<file path="src/rtl/prog_loader.sv">
// Boot loader: assembles UART bytes into 12-bit words and writes them sequentially into program memory.
// Define PROG_LOADER_CHECKSUM_EN to require a trailing XOR checksum byte after the last word.
module prog_loader #(
  parameter int AW = 9,
  parameter int DW = 12,
  parameter logic [AW-1:0] START_ADDR = {AW{1'b0}}
) (
  input  logic          clk,
  input  logic          rstn,
  input  logic [7:0]    rx_data,
  input  logic          rx_valid,
  output logic [AW-1:0] mem_addr,
  output logic          mem_wr,
  output logic [DW-1:0] mem_data,
  output logic          cpu_rstn,
  output logic          busy,
  output logic          done,
  output logic          err
);

  localparam logic [2:0] S_IDLE    = 3'd0;
  localparam logic [2:0] S_CNT_LO  = 3'd1;
  localparam logic [2:0] S_DATA_HI = 3'd2;
  localparam logic [2:0] S_DATA_LO = 3'd3;
  localparam logic [2:0] S_DONE    = 3'd5;
  localparam logic [2:0] S_ERR     = 3'd6;
`ifdef PROG_LOADER_CHECKSUM_EN
  localparam logic [2:0] S_CHECK   = 3'd4;
  localparam logic [2:0] S_LAST    = S_CHECK;
`else
  localparam logic [2:0] S_LAST    = S_DONE;
`endif

  logic [2:0] state_r;
  logic [1:0] cnt_hi_r;
  logic [3:0] nib_r;
  logic [9:0] remaining_r;
  logic [9:0] count_s;
  logic       count_ok_s;

`ifdef PROG_LOADER_CHECKSUM_EN
  logic [7:0] csum_r;

  function automatic logic [7:0] csum_upd(input logic [7:0] acc, input logic [7:0] b);
    return acc ^ b;
  endfunction
`endif

  assign count_s    = {cnt_hi_r, rx_data};
  assign count_ok_s = (count_s != 10'd0) && (count_s <= 10'd512);

  // Frame-parsing FSM and all registered outputs
  always_ff @(posedge clk or negedge rstn) begin
    if (!rstn) begin
      state_r     <= S_IDLE;
      cnt_hi_r    <= 2'd0;
      nib_r       <= 4'd0;
      remaining_r <= 10'd0;
      mem_addr    <= START_ADDR;
      mem_wr      <= 1'b0;
      mem_data    <= {DW{1'b0}};
      cpu_rstn    <= 1'b1;
      busy        <= 1'b0;
      done        <= 1'b0;
      err         <= 1'b0;
`ifdef PROG_LOADER_CHECKSUM_EN
      csum_r      <= 8'd0;
`endif
    end else begin
      mem_wr <= 1'b0;
      // Address advances only once the strobed write has been presented
      if (mem_wr) begin
        mem_addr <= mem_addr + AW'(1);
      end
      case (state_r)
        S_IDLE, S_DONE: begin
          if (rx_valid) begin
            cnt_hi_r <= rx_data[1:0];
            cpu_rstn <= 1'b0;
            busy     <= 1'b1;
            done     <= 1'b0;
            mem_addr <= START_ADDR;
            state_r  <= S_CNT_LO;
`ifdef PROG_LOADER_CHECKSUM_EN
            csum_r   <= rx_data;
`endif
          end else if (state_r == S_DONE && mem_wr) begin
            // Release the CPU only after the final word has been written
            done     <= 1'b1;
            busy     <= 1'b0;
            cpu_rstn <= 1'b1;
          end
        end
        S_CNT_LO: begin
          if (rx_valid) begin
`ifdef PROG_LOADER_CHECKSUM_EN
            csum_r <= csum_upd(csum_r, rx_data);
`endif
            if (count_ok_s) begin
              remaining_r <= count_s;
              state_r     <= S_DATA_HI;
            end else begin
              err     <= 1'b1;
              busy    <= 1'b0;
              state_r <= S_ERR;
            end
          end
        end
        S_DATA_HI: begin
          if (rx_valid) begin
            nib_r   <= rx_data[3:0];
            state_r <= S_DATA_LO;
`ifdef PROG_LOADER_CHECKSUM_EN
            csum_r  <= csum_upd(csum_r, rx_data);
`endif
          end
        end
        S_DATA_LO: begin
          if (rx_valid) begin
            mem_data    <= {nib_r, rx_data};
            mem_wr      <= 1'b1;
            remaining_r <= remaining_r - 10'd1;
            state_r     <= (remaining_r == 10'd1) ? S_LAST : S_DATA_HI;
`ifdef PROG_LOADER_CHECKSUM_EN
            csum_r      <= csum_upd(csum_r, rx_data);
`endif
          end
        end
`ifdef PROG_LOADER_CHECKSUM_EN
        S_CHECK: begin
          if (rx_valid) begin
            if (rx_data == csum_r) begin
              done     <= 1'b1;
              busy     <= 1'b0;
              cpu_rstn <= 1'b1;
              state_r  <= S_DONE;
            end else begin
              err     <= 1'b1;
              busy    <= 1'b0;
              state_r <= S_ERR;
            end
          end
        end
`endif
        S_ERR: begin
          err      <= 1'b1;
          busy     <= 1'b0;
          cpu_rstn <= 1'b0;
        end
        default: begin
          err      <= 1'b1;
          busy     <= 1'b0;
          cpu_rstn <= 1'b0;
          state_r  <= S_ERR;
        end
      endcase
    end
  end

endmodule

</file>
<file path="config.mk">
export PLATFORM = sky130hd
export DESIGN_NAME = prog_loader
export DESIGN_NICKNAME = d
export VERILOG_FILES = /design/src/rtl/prog_loader.sv
export SDC_FILE = /design/constraint.sdc
export NUM_CORES = 1
export LEC_CHECK = 0
export ABC_AREA = 1
export BUFFER_PORTS_ARGS = -buffer_cell sky130_fd_sc_hd__buf_2
export CAP_MARGIN = 0
export CORE_MARGIN = 3
export CORE_UTILIZATION = 58
export CTS_BUF_LIST = sky130_fd_sc_hd__clkbuf_8
export DETAILED_ROUTE_END_ITERATION = 10
export GPL_TIMING_DRIVEN = 0
export PLACE_DENSITY_LB_ADDON = 0.15
export SYNTH_ARGS = -nofsm -noshare
export SYNTH_HDL_FRONTEND = slang
export SYNTH_SLANG_ARGS = --single-unit
</file>
<file path="constraint.sdc">
create_clock -name clk -period 1.6 [get_ports clk]
set_input_delay 0.08 -clock clk [delete_from_list [all_inputs] [get_ports clk]]
set_output_delay 0.08 -clock clk [all_outputs]
set_load 0.05 [all_outputs]
</file>
==> results.yml <==
sta:
  worst_pin_slew_ns: 0.972
  fin_crit_sh_pct: 93.6
  fmax_mhz: 668
  slew_headroom_pct: 35.2
  fin_worst_skew_ns: 0.0107
  whs_ns: 0.0208
  fin_crit_ns: 1.50
  setup_viol: 0
  slew_viol_final: 0
  finalHoldViolations: 0
  rsz0062_at_grt: "no"
  tns_ns: 0
setup_path:
  worstSetupStartpointType: "flip-flop"
  path_class: "reg2reg"
  worstPathRequired_ns: 1.82
  worstPathArrival_ns: 1.72
  cp-end-kind: "flip-flop"
  cp_max_fo: 6
cts:
  clockBufferDepth: 2
  cts_tree: "done"
  cts-buffers-inserted: 5
  htree_num_levels: 2
  cts_root_buf: "clkbuf_8"
  clk_latency_ns: 0.30
  cts_setup_buffers: 0
  clock_sinks: 45
  cts.reportedPaths.clkPinSlew_ns: 0.09
outcome:
  outcome: "completed"
routing:
  routed_wl_um: 4890
  num_vias: 2062
  wl_per_cell_um: 12.1
  drt-pass1-iter-count: 4
  viasPerCell: 5.10
  ant_nets: 0
  route.detailed.drc: 0
  first_iter_violations: 143
die:
  dieHeight_um: 69.9
  initial_utilization_pct: 62.3
  design.core.area_mm2: 0.00380
  floorplan.rows: 22
  die_area_mm2: 0.00488
  ioPinCount: 37
  fp.dieW_um: 69.9
flow_run:
  drv_cap: 0
finish:
  drive_gt1_share_pct: 21.3
  insertedDiodeCount: 0
  utilization_pct: 71.9
  syn2layout_area_growth_pct: 15.4
  design_area_mm2: 0.00273
  nNetsFinal: 369
global_routing:
  grt_use_total_pct: 22.1
  grt_max_degree: 46
  grt_pass1_wl_um: 8760
  grt_pass1_vias: 1957
  grt-ovfl-total: 0
  grt_antenna_before_repair: 0
logic_synthesis:
  synth-simple-area-share_pct: 32.8
  yosysTopAreaCellShare_pct: 46.6
  ys_seq_area_share_pct: 47.7
  ys.flop_type: "dfrtp_1"
  syn_inst: 311
  synth.cell_area_mm2: 0.00236
  synth_top_family_by_area: "simple AND/OR/NAND/NOR gates"
  synthDistinctLibCells: 26
  yosysTopAreaCell: "dfrtp_1"
  yosys-top-cells-area: "dfrtp_1 (47%), nand2_1 (17%), nor2_1 (6.0%)"
  synth_seq_cells: 45
  avgSynthCellArea_um2: 7.60
  synth_xor_area_share_pct: 1.85
  syn_nets: 325
  synth-edff-count: 0
  ys_async_sr_fraction_pct: 100
  synth.area.mux_share_pct: 0
  synthAdderAreaFrac_pct: 1.59
  yosysWarnings: 0
  synth_compound_area_share_pct: 8.73
power:
  p_sw_w: 0.00277
  sequentialPowerShare_pct: 35.2
  ir_worst_vdd_uv: 1250
  p_clk_share_pct: 13.8
  fin_total_pwr_w: 0.00550
  pwr_density_cell_mw_per_mm2: 2020
  internal_power_w: 0.00273
  comb_power_share_pct: 51.0
  switching_share_pct: 50.3
  p_leak_nw: 1.45
place:
  place_hpwl_um: 3630
  gp_congestion: 0.886
  dpl_cell_area_mm2: 0.00261
  portBuffers: 36
min_path:
  holdCritPathClass: "in2reg"
==> power by group through the flow <==
stage | logic [W] | registers [W] | clock network (W)
6_report | 0.00280 | 0.00194 | 0.000758
5_1_grt | 0.00313 | 0.00200 | 0.000820
4_1_cts | 0.00280 | 0.00193 | 0.000775
3_5_place_dp | 0.00279 | 0.00194 | 0
3_3_place_gp | 0.00272 | 0.00193 | 0
2_1_floorplan | 0.00147 | 0.00262 | 0
==> timing repair <==
item	CTS	global route
hold endpoints to repair	44	0
hold buffers	1	0
setup endpoints to repair	0	10
gates resized for setup	0	5
==> layout by cell type, fill, tap and decap left out, types with 3 or more instances in the layout <==
cell type,n
dfrtp_2,4
nor2_1,36
inv_1,31
a21oi_1,6
inv_2,5
dfrtp_1,40
nand2_1,107
xor2_1,3
o21ai_0,19
o21ai_2,5
clkbuf_8,6
ha_1,3
o21ai_1,6
nand3_1,21
nor2_2,5
buf_2,37
==> state kept, by name, indices dropped and copies added (netlist names) <==
signal,count
remaining_r,10
mem_wr,1
busy,1
state_r,3
nib_r,4
mem_data,12
cpu_rstn,1
err,1
cnt_hi_r,2
done,1
mem_addr,9
==> path summary, 6_finish.rpt <==
| kind | start | to | slack (ns) | cells past startpoint |
|---|---|---|---|---|
| max reg2reg | remaining_r[0] | remaining_r[4] | 0.10 | 8 |
| max | remaining_r[0] | remaining_r[4] | 0.10 | 8 |
| min | rx_data[4] | mem_data[4] | 0.02 | 3 |
| min in group asynchronous | rstn | mem_data[11] | 0.47 | 2 |
| min reg2reg | cpu_rstn | cpu_rstn | 0.47 | 2 |
| max in group asynchronous | rstn | state_r[2] | 0.46 | 2 |
==> worst max-delay path, stage by stage (launching register included) <==
cell     delay (ns)
dfrtp_1        0.43
inv_2          0.13
ha_1           0.19
nand2_1        0.09
nor2_2         0.17
nor2_1         0.06
o21ai_0        0.08
o21ai_0        0.11
o21ai_1        0.17
==> cells by family after synthesis <==
logic type / count (synthesis)
flip-flops: 45
adder cells (fa/ha/maj): 3
AND/OR/NAND/NOR: 180
AO/OA/AOI/OAI: 37
XOR/XNOR: 5
buffers and inverters: 41
==> per-layer routing <==
metal  share of wire, %  up-vias  GRT usage (%)
met5                  0        -              0
met4                2.0        0           6.60
met3                5.7       10           4.60
met2                 45       56           36.1
met1                 47      934           29.7
li1                   -     1062              -
==> metrics by stage <==
step | std cells | setup WS [ns]
6_report | 404 | 0.103
3_3_place_gp | 395 | 0.0857
5_1_grt | 404 | 0.00296
2_1_floorplan | 311 | 0.0347
4_1_cts | 404 | 0.00897
3_5_place_dp | 395 | 0.00758
==> cells in the mapped netlist (2+ instances only) <==
master	number
nand2_1	107
dfrtp_1	44
nor2_1	38
inv_1	32
nand3_1	21
o21ai_0	19
a21oi_1	6
o21ai_1	6
o21ai_2	5
inv_2	4
ha_1	3
nor2_2	3
nor3_1	3
xor2_1	3
buf_6	2
inv_4	2
nand4_1	2
nor2_8	2
xnor2_1	2
==> final cells by class <==
type,instances,area [um^2]
clock inverter,2,17.5
tap,48,60.1
timing repair buffer,37,190
fill,320,1070
sequential,45,1130
buffer,3,27.5
multi-input combinational,225,1070
inverter,38,148
clock buffer,6,82.6
No activity file was read; power rests on OpenSTA's default activity.
